==> config.mk <==
export PLATFORM = sky130hd
export DESIGN_NAME = branch_cond_decoder
export DESIGN_NICKNAME = d
export VERILOG_FILES = /design/src/rtl/branch_pkg.sv /design/src/rtl/branch_cond_eval.sv /design/src/rtl/branch_cond_decoder.sv
export SDC_FILE = /design/constraint.sdc
export NUM_CORES = 1
export LEC_CHECK = 0
export BUFFER_PORTS_ARGS = -buffer_cell sky130_fd_sc_hd__buf_2
export CAP_MARGIN = 5
export CORE_UTILIZATION = 25
export CTS_BUF_LIST = sky130_fd_sc_hd__clkbuf_8
export CTS_CLUSTER_SIZE = 25
export DETAILED_ROUTE_END_ITERATION = 8
export PLACE_DENSITY = 0.6
export SYNTH_ARGS = -nofsm -noshare
export SYNTH_HDL_FRONTEND = slang
export SYNTH_SLANG_ARGS = --single-unit
==> constraint.sdc <==
create_clock -name clk -period 2.9 [get_ports clk]
set_clock_uncertainty 0.05 [all_clocks]
set_input_delay 0.29 -clock clk [delete_from_list [all_inputs] [get_ports clk]]
set_output_delay 0.29 -clock clk [all_outputs]
set_load 0.02 [all_outputs]
==> src/rtl/branch_pkg.sv <==
// branch_pkg: funct3 codes, relation flag indices and output-stage state for the branch decoder
package branch_pkg;
    localparam logic [2:0] F3_BEQ  = 3'b000;
    localparam logic [2:0] F3_BNE  = 3'b001;
    localparam logic [2:0] F3_RSV2 = 3'b010;
    localparam logic [2:0] F3_RSV3 = 3'b011;
    localparam logic [2:0] F3_BLT  = 3'b100;
    localparam logic [2:0] F3_BGE  = 3'b101;
    localparam logic [2:0] F3_BLTU = 3'b110;
    localparam logic [2:0] F3_BGEU = 3'b111;
    localparam int FLAG_GT = 2;
    localparam int FLAG_LT = 1;
    localparam int FLAG_EQ = 0;
    typedef enum logic {EMPTY = 1'b0, FULL = 1'b1} stage_e;
endpackage

==> src/rtl/branch_cond_eval.sv <==
// branch_cond_eval: combinational relation flags + sign bits + funct3 -> taken/illegal
module branch_cond_eval
    import branch_pkg::*;
(
    input  logic [2:0] flags,
    input  logic       a_msb,
    input  logic       b_msb,
    input  logic [2:0] funct3,
    output logic       taken,
    output logic       illegal
);
    logic onehot, slt, cond;
    always_comb begin
        onehot  = flags[FLAG_GT] ? !(flags[FLAG_LT] | flags[FLAG_EQ]) : (flags[FLAG_LT] ^ flags[FLAG_EQ]);
        // differing signs decide signed order outright; equal signs fall back to the unsigned flag
        slt     = (a_msb != b_msb) ? a_msb : flags[FLAG_LT];
        cond    = (funct3 == F3_BEQ)  ?  flags[FLAG_EQ] :
                  (funct3 == F3_BNE)  ? !flags[FLAG_EQ] :
                  (funct3 == F3_BLT)  ?  slt :
                  (funct3 == F3_BGE)  ? !slt :
                  (funct3 == F3_BLTU) ?  flags[FLAG_LT] :
                  (funct3 == F3_BGEU) ? !flags[FLAG_LT] : 1'b0;
        illegal = !onehot || funct3 == F3_RSV2 || funct3 == F3_RSV3;
        taken   = !illegal && cond;
    end
endmodule

==> src/rtl/branch_cond_decoder.sv <==
// branch_cond_decoder: registered valid/ready branch decision with sideband tag.
// Define BRANCH_STATS_EN to add saturating taken/not-taken/illegal handshake counters.
module branch_cond_decoder
    import branch_pkg::*;
#(
    parameter int TAG_W = 4
`ifdef BRANCH_STATS_EN
    , parameter int CNT_W = 16
`endif
) (
    input  logic             clk,
    input  logic             reset_n,
    input  logic             in_valid,
    output logic             in_ready,
    input  logic [2:0]       flags,
    input  logic             a_msb,
    input  logic             b_msb,
    input  logic [2:0]       funct3,
    input  logic [TAG_W-1:0] in_tag,
    output logic             out_valid,
    input  logic             out_ready,
    output logic             taken,
    output logic             illegal,
    output logic [TAG_W-1:0] out_tag
`ifdef BRANCH_STATS_EN
    , output logic [CNT_W-1:0] taken_cnt
    , output logic [CNT_W-1:0] not_taken_cnt
    , output logic [CNT_W-1:0] illegal_cnt
`endif
);
    stage_e state, state_nxt;
    logic   taken_c, illegal_c, push;

    branch_cond_eval u_eval (
        .flags   (flags),
        .a_msb   (a_msb),
        .b_msb   (b_msb),
        .funct3  (funct3),
        .taken   (taken_c),
        .illegal (illegal_c)
    );

    assign out_valid = (state == FULL);
    assign in_ready  = !out_valid || out_ready;
    assign push      = in_valid && in_ready;

    always_comb begin
        state_nxt = in_ready ? (in_valid ? FULL : EMPTY) : state;
    end

    always_ff @(posedge clk or negedge reset_n) begin
        if (!reset_n) begin
            state   <= EMPTY;
            taken   <= 1'b0;
            illegal <= 1'b0;
            out_tag <= '0;
        end else begin
            state <= state_nxt;
            if (push) begin
                taken   <= taken_c;
                illegal <= illegal_c;
                out_tag <= in_tag;
            end
        end
    end

`ifdef BRANCH_STATS_EN
    logic pop;
    assign pop = out_valid && out_ready;
    // increment by one unless already all-ones, so counters stick at the top
    always_ff @(posedge clk or negedge reset_n) begin
        if (!reset_n) begin
            taken_cnt     <= '0;
            not_taken_cnt <= '0;
            illegal_cnt   <= '0;
        end else if (pop) begin
            if (illegal)     illegal_cnt   <= illegal_cnt   + CNT_W'(!(&illegal_cnt));
            else if (taken)  taken_cnt     <= taken_cnt     + CNT_W'(!(&taken_cnt));
            else             not_taken_cnt <= not_taken_cnt + CNT_W'(!(&not_taken_cnt));
        end
    end
`endif
endmodule

==> results.toml, run 1 <==
[outcome]
status = "finished clean"

[route]
drc = 0
wl_per_cell_um = 9.865
dr.pass1.iters = 2
vias = 327
routed_wl_um = 730
initialDrtViolationCount = 1
final_antenna_net_count = 0
via_per_inst = 4.419

[global_route]
grt_overflow = 0
grt_max_degree = 8
antenna_found_initial = 0
grt_pass1_vias = 299
grtUsageTotal = 0.1101
grt_pass1_wl_um = 1083

[cts]
clock_latency_ps = 230
cts-root-buf = "clkbuf_8"
cts_resized = 0
htreeDepth = 1
numCtsBuffers = 3
clk_pin_slew_ps = 40
hold_buffers = 1
cts_tree = "done"
cts.sink_count = 7
cts_buffer_depth = 2
post_cts_buffers = 0

[setup_path]
critPathMaxFanout = 3
critPathKind = "register to output port"
startpoint_type = "register"
r2r_end = "illegal"
r2r_slack_ps = 1830
end_kind = "output port"
worstRegToRegCells = 3
cp.arrival_ps = 880
r2r_start = "out_valid"
required_ps = 2560

[pwr]
peakVddDrop_v = 0.0003401
p_comb_frac = 0.236
power.internal_mw = 0.2392
pwr-share-seq = 0.359
leakage_nw = 0.2959
switchingPower_mw = 0.08925
power_density_mw_per_mm2 = 587.2
swShare = 0.2718
clock_power_share = 0.405

[final_layout]
drive_gt1_frac = 0.5932
regArea_um2 = 175.2
final_util = 0.4193
layout.filler_cells = 139
multiInputGateArea_um2 = 183.9
diodes = 0
area.growth.synth_to_final_pct = 51.01
nets = 77

[yosys]
ys_types = 16
synth_most_common_cell = "dfrtp_1"
synth.avg_cell_area_um2 = 11.95
ys_ff_latch = 7
yosysSeqAreaShare = 0.4730
synth_common_cells = "7 x dfrtp_1, 5 x mux2_2, 4 x nand2b_1"
syn_area_um2 = 370.4
synth_cells = 31
yosys_warnings = 0
synthArstFlopShare = 1.000
synth_top_area_share = 0.4730
yosys_most_used_dff = "dfrtp_1"
synth_top_cell_by_area = "dfrtp_1"
netlist_top_cells_area = "dfrtp_1 47%, mux2_2 15%, nand2b_1 6.8%"
synth_nets = 48
synth-edff-count = 0

[sta]
drv_slew = 0
hold_slack_ps = 242.1
rsz0062_at_grt = "no"
slew_headroom = 0.8130
setup_viol_count_final = 0
finalCritPeriodShare = 0.4199
max_freq_ghz = 0.8212
worst_pin_slew_ps = 280.6
fin_crit_ps = 1218
setup_tns_ps = 0
hold_violations = 0

[worst_hold_path]
worstHoldEndpoint = "out_tag[0]"
hp-class = "input port to register"
min_from = "in_tag[0]"
hold_depth = 2

[place]
portBuffers = 23
place_congestion = 0.6391

[die]
fp.dieW_um = 40.49
initial_core_util = 0.2777
die_area_mm2 = 0.001639
io-pin-count = 24
fp.dieH_um = 40.49
rows = 13
core_mm2 = 0.001334

[job]
drv_cap = 0
## metrics by stage
step / area, µm² / std cells / setup slack [ps] / power, mW
detailed placement: 504.2 / 69 / 1567 / 0.1974
finish: 559.3 / 74 / 1682 / 0.3284
global route: 559.3 / 74 / 1629 / 0.3482
CTS: 559.3 / 74 / 1669 / 0.3354
global placement: 504.2 / 69 / 1585 / 0.1963
floorplan: 370.4 / 31 / 1641 / 0.1653
## how the worst max path moves through the flow
stage / from / slack [ps] / cells after the start / endpoint
finish: out_valid / 1680 / 2 / in_ready
global route: out_valid / 1630 / 2 / in_ready
CTS: out_valid / 1670 / 2 / in_ready
detailed placement: flags[1] / 1570 / 5 / illegal
global placement: flags[1] / 1590 / 5 / illegal
floorplan: out_valid / 1640 / 3 / illegal
## critical path, cell delays in order (launching register included)
cell and delay (ps):
dfrtp_1 370, nand2b_2 110, buf_2 170
## layout make-up
cell class	count	share of cell area
Multi-Input combinational cell	21	0.3289
Inverter	3	0.02013
Tap cell	15	0.03356
Clock inverter	1	0.006711
Timing Repair Buffer	24	0.2237
Clock buffer	3	0.07383
Sequential cell	7	0.3132
## sequential cells by signal, indices dropped and copies added, names as in the netlist
register and count:
illegal 1, taken 1, out_tag 4, out_valid 1
## layout by cell type, fill, tap and decap left out, drive strengths merged
cell type / synthesis / final
buf: 0 / 23
dfrtp: 7 / 7
mux2: 5 / 5
nand2b: 5 / 5
inv: 3 / 4
clkbuf: 0 / 3
nand2: 2 / 2
a21oi: 1 / 1
nor2: 1 / 1
o22ai: 1 / 1
o21ba: 1 / 1
nor3b: 1 / 1
or2b: 1 / 1
o221ai: 1 / 1
o41ai: 1 / 1
ha: 1 / 1
dlygate4sd3: 0 / 1
## cell families after synthesis
group / count (synthesis) / share of synthesized area
AOI/OAI and AO/OA: 5 / 0.1250
DFF: 7 / 0.4730
buffers and inverters: 3 / 0.03040
and+or+nand+nor: 10 / 0.1858
adders and majority gates: 1 / 0.03378
muxes: 5 / 0.1520
## power by group through the flow
| stage | combinational [mW] | clock [mW] | sequential, mW |
|---|---|---|---|
| 6_report | 0.0776 | 0.133 | 0.118 |
| 5_1_grt | 0.0853 | 0.143 | 0.120 |
| 4_1_cts | 0.0790 | 0.138 | 0.118 |
| 3_5_place_dp | 0.0779 | 0 | 0.119 |
| 3_3_place_gp | 0.0769 | 0 | 0.119 |
| 2_1_floorplan | 0.0286 | 0 | 0.137 |
## layer usage
layer	global-route usage	share of wire
met2	0.1706	0.39
met3	0.06667	0.12
met1	0.1081	0.47
met4	0.07500	0.019
met5	0	0
(Power assumes the default switching activity.)
==> inputs of run 2 (changes only) <==
- PLACE_DENSITY: 0.6 -> 0.62
- clock period: 2.9 -> 0.99 ns (I/O delays scaled with it)
==> results.toml, run 2 (same netlist as run 1, synthesis figures left out) <==
[route]
via_per_inst = 4.380
wl_per_cell_um = 10.18
dr.pass1.iters = 2
routed_wl_um = 804
drc = 0
initialDrtViolationCount = 3
vias = 346
final_antenna_net_count = 0

[cts]
cts-root-buf = "clkbuf_8"
clk_pin_slew_ps = 40
clock_latency_ps = 230
htreeDepth = 1
cts_tree = "done"
numCtsBuffers = 3
cts.sink_count = 7
cts_buffer_depth = 2

[die]
core_mm2 = 0.001334
fp.dieW_um = 40.49
fp.dieH_um = 40.49
rows = 13
die_area_mm2 = 0.001639
io-pin-count = 24
initial_core_util = 0.2777

[place]
place_area_um2 = 533.0
portBuffers = 23
place_congestion = 0.6143

[job]
drv_cap = 0

[sta]
rsz0062_at_grt = "yes"
drv_slew = 0
setup_viol_count_final = 7
max_freq_ghz = 0.9294
fin_crit_ps = 1076
setup_ws_ps = -85.96
setup_tns_ps = -461.6
hold_slack_ps = 48.37
slew_headroom = 0.8274
hold_violations = 0
finalCritPeriodShare = 1.087
worst_pin_slew_ps = 258.9

[global_route]
grt_pass1_vias = 326
grt_max_degree = 8
grt_pass1_wl_um = 1200
grt_use_met2 = 0.2063
grt_busiest_layer = "met2"
antenna_found_initial = 0
grt_overflow = 0
globalRouteMet3Util = 0.05000
grtUsageTotal = 0.1228
grtUsageMet1 = 0.1153

[setup_path]
path_delay_family = "flip-flops"
worst_path_most_repeated_cell = "buf_6"
cp.arrival_ps = 930
critPathMaxStageDelay_ps = 410
required_ps = 840
end_kind = "output port"
worstPathCellList = "nand2b_4, buf_6, buf_6"
startpoint_type = "register"
critPathMaxFanout = 2
path_buf_inv = 2
critical-path-slowest-cell = "dfrtp_2"
critPathKind = "register to output port"

[worst_hold_path]
hp-class = "input port to register"

[outcome]
status = "finished, violations left"
violations = "setup timing"

[final_layout]
regMostFlops = "out_tag"
layout.filler_cells = 136
design_area_um2 = 618.1
largest_reg_flops = 4
layout_commonest_cell = "buf_2"
diodes = 0
nets = 82
area.growth.synth_to_final_pct = 66.89
drive_gt1_frac = 0.6563
final_cell_mix = "22 x buf_2, 6 x dfrtp_1, 4 x mux2_2, 4 x nand2b_1, 4 x buf_4"

[pwr]
p_total_mw = 1.007
power_density_mw_per_mm2 = 1630
leakage_nw = 0.3315
peakVddDrop_v = 0.0008303
run 2: timing repair:
action,4_1_cts,5_1_grt
hold endpoints to repair,7,0
setup buffers,1,1
gates resized for setup,4,0
setup endpoints to repair,7,7
hold buffers,1,0
run 2: path summary, 6_finish.rpt:
| path | slack [ps] | end | startpoint | cells after the start |
|---|---|---|---|---|
| setup reg to reg | -70 | out_tag[3] | out_valid | 3 |
| hold / removal | 50 | out_tag[1] | in_tag[1] | 2 |
| max in group asynchronous | 540 | out_valid | reset_n | 2 |
| min in group asynchronous | 180 | out_tag[0] | reset_n | 2 |
| hold reg to reg | 420 | taken | taken | 2 |
| setup / recovery | -90 | in_ready | out_valid | 3 |
run 2: layout make-up:
class                   count  area (µm²)  area share
clock buffers               3       41.29     0.06680
clock inverters             1       5.005    0.008097
inverters                   3       11.26     0.01822
multi-input cells          21       192.7      0.3117
flip-flops and latches      7       176.4      0.2854
well taps                  15       18.77     0.03036
repair buffers             29       172.7      0.2794
run 2: stage by stage:
stage	util	setup slack, ps	cells
finish	0.4634	-85.96	79
global route	0.4634	-122.0	79
CTS	0.4578	-95.00	78
detailed placement	0.3996	-128.4	72
global placement	0.3996	-115.0	72
floorplan	-	-144.9	31
run 2: metal layers:
metal | part of all wire | up-vias | wire length (µm)
li1 | - | 173 | -
met1 | 0.43 | 152 | 342
met2 | 0.48 | 21 | 385
met3 | 0.095 | 0 | 76
met4 | 0 | 0 | 0
met5 | 0 | - | 0
run 2: worst register-to-register path, delay by kind of cell (launching register included):
kind / cells / cell delay [ps]
mux: 1 / 340
flops: 1 / 370
simple gates: 2 / 180
run 2: power breakdown:
group	switching [mW]	leakage, nW	internal, mW
sequential	0.0199	0.0810	0.328
clock	0.127	0.0255	0.273
combinational	0.129	0.225	0.130
